## src/rtl/config_arbiter_pkg.sv

```systemverilog
// config_arbiter_pkg: shared target region codes, FSM state encoding and decode helper
package config_arbiter_pkg;
  typedef enum logic {IDLE, BUSY} state_t;
  localparam logic [1:0] REGION_UART = 2'b01;
  localparam logic [1:0] REGION_VGA = 2'b10;
  localparam int CNT_W = 8;
  function automatic logic region_ok(input logic [1:0] region);
    return region == REGION_UART || region == REGION_VGA;
  endfunction
endpackage

```

## src/rtl/config_arbiter_rr_pick.sv

```systemverilog
// config_arbiter_rr_pick: combinational 2-way round-robin pick from valids and last grant
module config_arbiter_rr_pick (
  input  logic valid0,
  input  logic valid1,
  input  logic last_grant,
  output logic any,
  output logic grant
);
  always_comb begin
    any = valid0 | valid1;
    grant = (valid0 & valid1) ? ~last_grant : valid1;
  end
endmodule

```

## src/rtl/config_arbiter.sv

```systemverilog
// config_arbiter: arbitrates two config write requesters onto a shared UART/VGA config bus
module config_arbiter
  import config_arbiter_pkg::*;
#(
  parameter int WIDTH_CONFIG_ADDR = 4,
  parameter int WIDTH_CONFIG_DATA = 8,
  parameter int TIMEOUT = 255
) (
  input  logic                         clk,
  input  logic                         rst_n,
  input  logic [WIDTH_CONFIG_ADDR-1:0] req0_addr,
  input  logic [WIDTH_CONFIG_DATA-1:0] req0_data,
  input  logic                         req0_valid,
  output logic                         req0_ready,
  input  logic [WIDTH_CONFIG_ADDR-1:0] req1_addr,
  input  logic [WIDTH_CONFIG_DATA-1:0] req1_data,
  input  logic                         req1_valid,
  output logic                         req1_ready,
  output logic [WIDTH_CONFIG_ADDR-1:0] c_addr,
  output logic [WIDTH_CONFIG_DATA-1:0] c_data,
  output logic                         c_valid,
  input  logic                         uart_ready,
  input  logic                         vga_ready,
  output logic                         grant_id,
  output logic                         busy,
  output logic                         addr_err,
  output logic                         timeout_err
);
  localparam logic [CNT_W-1:0] TIMEOUT_LAST = CNT_W'(TIMEOUT - 1);
  state_t state;
  logic [CNT_W-1:0] cnt;
  logic last_grant, tgt_vga, any, pick, grant_now, target_rdy;
  logic [WIDTH_CONFIG_ADDR-1:0] sel_addr;
  logic [WIDTH_CONFIG_DATA-1:0] sel_data;
  logic [1:0] region;
  config_arbiter_rr_pick u_pick (
    .valid0(req0_valid),
    .valid1(req1_valid),
    .last_grant(last_grant),
    .any(any),
    .grant(pick)
  );
  always_comb begin
    sel_addr = pick ? req1_addr : req0_addr;
    sel_data = pick ? req1_data : req0_data;
    region = sel_addr[WIDTH_CONFIG_ADDR-1 -: 2];
    target_rdy = tgt_vga ? vga_ready : uart_ready;
    grant_now = rst_n && state == IDLE && any;
    req0_ready = grant_now && !pick;
    req1_ready = grant_now && pick;
  end
  // Invalid regions are still acked and captured; only the bus write is suppressed.
  always_ff @(posedge clk or negedge rst_n) begin
    if (!rst_n) begin
      state <= IDLE;
      cnt <= '0;
      last_grant <= 1'b1;
      tgt_vga <= 1'b0;
      c_addr <= '0;
      c_data <= '0;
      c_valid <= 1'b0;
      grant_id <= 1'b0;
      busy <= 1'b0;
      addr_err <= 1'b0;
      timeout_err <= 1'b0;
    end else begin
      addr_err <= 1'b0;
      timeout_err <= 1'b0;
      if (state == IDLE) begin
        if (any) begin
          c_addr <= sel_addr;
          c_data <= sel_data;
          grant_id <= pick;
          last_grant <= pick;
          tgt_vga <= region == REGION_VGA;
          cnt <= '0;
          if (region_ok(region)) begin
            state <= BUSY;
            c_valid <= 1'b1;
            busy <= 1'b1;
          end else begin
            addr_err <= 1'b1;
          end
        end
      end else if (target_rdy || cnt == TIMEOUT_LAST) begin
        state <= IDLE;
        c_valid <= 1'b0;
        busy <= 1'b0;
        timeout_err <= !target_rdy;
      end else begin
        cnt <= cnt + 1'b1;
      end
    end
  end
endmodule

```

## config.mk

```make
export PLATFORM = sky130hd
export DESIGN_NAME = config_arbiter
export DESIGN_NICKNAME = d
export VERILOG_FILES = /design/src/rtl/config_arbiter_pkg.sv /design/src/rtl/config_arbiter_rr_pick.sv /design/src/rtl/config_arbiter.sv
export SDC_FILE = /design/constraint.sdc
export NUM_CORES = 1
export LEC_CHECK = 0
export CORE_MARGIN = 2
export CORE_UTILIZATION = 39
export DETAILED_ROUTE_END_ITERATION = 7
export PLACE_DENSITY = 0.79
export SYNTH_ARGS = -nofsm -noshare
export SYNTH_HDL_FRONTEND = slang
export SYNTH_HIERARCHICAL = 1
export SYNTH_SLANG_ARGS = --single-unit
```

## constraint.sdc

```tcl
create_clock -name clk -period 1.85 [get_ports clk]
set_input_delay 0.555 -clock clk [delete_from_list [all_inputs] [get_ports clk]]
set_output_delay 0.555 -clock clk [all_outputs]
set_load 0.005 [all_outputs]
```

==> run summary <==
Cells fill 62.6% of the core in the end. Input and output buffers added on the ports amount to 48. The run gives 0.00987 ns as the worst setup skew after layout.

The run gives -0.208 ns as the sum of negative setup slack. The count of final max-slew check failures was 0. Tracing the worst setup path back leads to its startpoint at req1_valid. The tools report the final-report setup violation count as 3. The tools report the number of nets in the synthesized netlist as 164. The worst register-to-register path has a depth of 8.

Worst slew margin relative to its limit: 76.6%. The checks that failed: negative setup slack. The routed layout has 1175 vias. After detailed routing, the average wire length per cell comes to 13.4 um. TritonCTS built the clock tree. 49 I/O pins were placed. After synthesis, flip-flops and latches occupy 51.3% of the total area. The die height was 62.2 um; the actual slew at the worst max-slew pin was 0.350 ns. The total chip power came out at 2390 uW. The tools report the data required time of the worst path as 1.29 ns.

Once the floorplan was initialized, standard cells occupied 40.2% of the core. The run gives 27 as the clock sink count. The clock passes through at most 2 buffers. Clock-pin slew was measured on the worst setup and hold paths at 0.15 ns. The clock buffer count from CTS was 3.

Synthesis produced 131 cells. The run gives 2.31 mm as the HPWL after detailed placement. The hold violation count in the final report is 0. The tools report the post-route worst setup slack as -0.126 ns.

Ranked by total cell area, the synthesized netlist is headed by sky130_fd_sc_hd__dfrtp_1 (49%), sky130_fd_sc_hd__mux2i_1 (13%), sky130_fd_sc_hd__nand2_1 (8.8%). The final critical path takes up 107% of the cycle. The final estimated routing congestion in global placement was 0.770.

The die boundary width was 62.2 um; the max-cap check violation count was 0. For the number of distinct library cells after synthesis, the log shows 28. The primary flip-flop cell chosen by synthesis mapping was sky130_fd_sc_hd__dfrtp_1.

The run gives 1 as the CTS H-tree depth. Counting flops and latches in the post-synthesis netlist gives 27. In the global route stage, overall resource usage came out at 17.8%. In the synthesized netlist, the cells that appear most often are sky130_fd_sc_hd__nand2_1 (31), sky130_fd_sc_hd__dfrtp_1 (26), sky130_fd_sc_hd__mux2i_1 (17), sky130_fd_sc_hd__o21ai_0 (12). Total global routing overflow: 0. The net count of the finished layout is 230.

The clock reaches the later pin of the worst-skew pair after 0.33 ns. The initial antenna violation count is 0, and the reported leakage power is 0.000989 uW. Before antenna repair, the detailed router went through 4 iterations.

The run gives 1222 as the via count of the first global-routing pass. In this run the clock root is driven by a sky130_fd_sc_hd__clkbuf_4. The number of cells after detailed placement is 228, and the number of enable-type register cells in the synthesized netlist is 0.

The tools report the worst reg2reg path startpoint as last_grant$_DFFE_PN1P_. The total power divided by cell area was 1160 nW/um^2; the core area was 3280 um^2. The repair_antennas step left the layout with diodes totalling 0.

The number of inserted filler cells in the final layout was 288; the post-synthesis cell area was 1320 um^2. In this run the biggest area consumer among cell types represents 49.3% of the synthesized area. The count of nets left with antenna violations once routing finished came out at 0.

Counting I/O delays and the setup requirement, the final critical path takes 1.98 ns. The initialized floorplan defines 21 standard-cell rows. The run gives 5.51 mm as the global-route wire length before repair. The area growth from synthesis to layout is 55.8%. The worst setup path is captured at an output pin. The maximum number of pins on one net before global-route repair was 33. After the first detailed-routing iteration, the DRC count stood at 25. The number of remaining DRC errors is 0, and the highest net fanout along the worst path is 2. Of all cell types, the one taking the most synthesized area is sky130_fd_sc_hd__dfrtp_1. The critical path is of the in2out type. For the maximum vdd drop, the log shows 0.000518 V.

The ratio of routed vias to standard cells is 4.86, and the final non-filler cell total is 242. The arrival time of data at the critical path endpoint was 1.42 ns. The achievable frequency was 0.506 GHz; the overall die area was 3860 um^2. The ratio of cells with drive above 1 in the final layout came out at 21.4%.

The flow ran to the end, but the final reports show violations. OpenSTA, run right after detailed placement, puts the worst setup slack at -0.831 ns. The routed wire length is 3.24 mm. Counting flops with an async set or reset pin after synthesis yields a share of 100%. Worst min-delay path category: in2async.

Setup repair after global routing could not meet its margin everywhere. The per-instance average area after synthesis works out to 10.1 um^2. The count of warnings emitted by yosys was 6. In the post-synthesis netlist, the cell with the most instances is sky130_fd_sc_hd__nand2_1. The critical path startpoint category was a primary input.
-- flip-flops by register name, indices dropped and copies added (netlist names) --
name         cells
addr_err         1
busy             1
c_addr           4
c_data           8
cnt              8
grant_id         1
last_grant       1
state            1
tgt_vga          1
timeout_err      1
-- kinds of logic after synthesis --
| group | count (synthesis) | synth area share (%) |
|---|---|---|
| DFF | 27 | 51.3 |
| adders and majority gates | 3 | 2.85 |
| buffers and inverters | 11 | 4.17 |
| muxes | 21 | 16.8 |
| AOI/OAI and AO/OA | 18 | 8.06 |
| and+or+nand+nor | 51 | 16.8 |
-- critical path: stages --
cell and delay (ns):
sky130_fd_sc_hd__buf_6 0.09, sky130_fd_sc_hd__or2_1 0.24, sky130_fd_sc_hd__nor2b_4 0.14, sky130_fd_sc_hd__buf_6 0.11, sky130_fd_sc_hd__and3_4 0.17, sky130_fd_sc_hd__buf_6 0.11
-- layout by cell type (no fill, tap or decap), types with 2 or more instances in the layout --
cell | Yosys | final
sky130_fd_sc_hd__mux2_2 | 2 | 2
sky130_fd_sc_hd__inv_1 | 3 | 3
sky130_fd_sc_hd__dfrtp_1 | 26 | 26
sky130_fd_sc_hd__mux2i_2 | 1 | 2
sky130_fd_sc_hd__nor2_1 | 5 | 5
sky130_fd_sc_hd__clkbuf_4 | 0 | 3
sky130_fd_sc_hd__clkdlybuf4s50_1 | 0 | 40
sky130_fd_sc_hd__dlymetal6s2s_1 | 0 | 3
sky130_fd_sc_hd__mux2i_1 | 17 | 16
sky130_fd_sc_hd__ha_1 | 3 | 2
sky130_fd_sc_hd__nand2_1 | 31 | 30
sky130_fd_sc_hd__nand3_1 | 5 | 5
sky130_fd_sc_hd__buf_6 | 1 | 4
sky130_fd_sc_hd__nand4_1 | 4 | 4
sky130_fd_sc_hd__buf_4 | 1 | 19
sky130_fd_sc_hd__o21ai_0 | 12 | 12
sky130_fd_sc_hd__a21o_1 | 2 | 2
-- stage by stage --
stage          hold slack, ns  area, um^2
2_1_floorplan           0.259        1320
3_3_place_gp            0.456        1910
3_5_place_dp            0.456        1910
4_1_cts                 0.453        1980
5_1_grt                 0.448        2050
6_report                0.449        2050
-- power breakdown --
group          leakage [uW]  switching [uW]  internal [uW]
Combinational      0.000628             469            723
Sequential         0.000343             136            801
Clock             0.0000177             176           81.1
Total              0.000989             781           1610
-- per-layer routing --
layer | wire, um | global-route usage [%] | part of all wire (%) | up-vias
met1 | 1310 | 20.3 | 41 | 560
met4 | 52 | 8.06 | 1.6 | 0
met3 | 135 | 3.08 | 4.2 | 6
met5 | 0 | 0 | 0 | -
li1 | - | - | - | 572
met2 | 1740 | 32.6 | 54 | 37
-- path summary, 6_finish.rpt --
| kind | end | slack, ns |
|---|---|---|
| max in group asynchronous | last_grant$_DFFE_PN1P_ | 1.10 |
| hold reg to reg | last_grant$_DFFE_PN1P_ | 0.49 |
| min in group clk | last_grant$_DFFE_PN1P_ | 0.49 |
| setup reg to reg | busy$_DFFE_PN0P_ | -0.01 |
| hold / removal | timeout_err$_DFF_PN0_ | 0.45 |
| setup / recovery | req1_ready | -0.13 |
-- what timing repair did --
action                     CTS  global route
setup endpoints to repair    5             9
buffers inserted             5             5
pin swaps                    2             1
hold buffers                 0             0
resized for setup           24             7
-- area by class of cell --
class / instances / area [um^2] / share of cell area (%)
sequential: 27 / 677 / 32.9
timing repair buffer: 69 / 659 / 32.1
multi-input combinational: 93 / 622 / 30.3
tap: 46 / 57.6 / 2.80
clock buffer: 3 / 22.5 / 1.10
inverter: 3 / 11.3 / 0.548
clock inverter: 1 / 5.00 / 0.244
No activity file was read; power rests on OpenSTA's default activity.
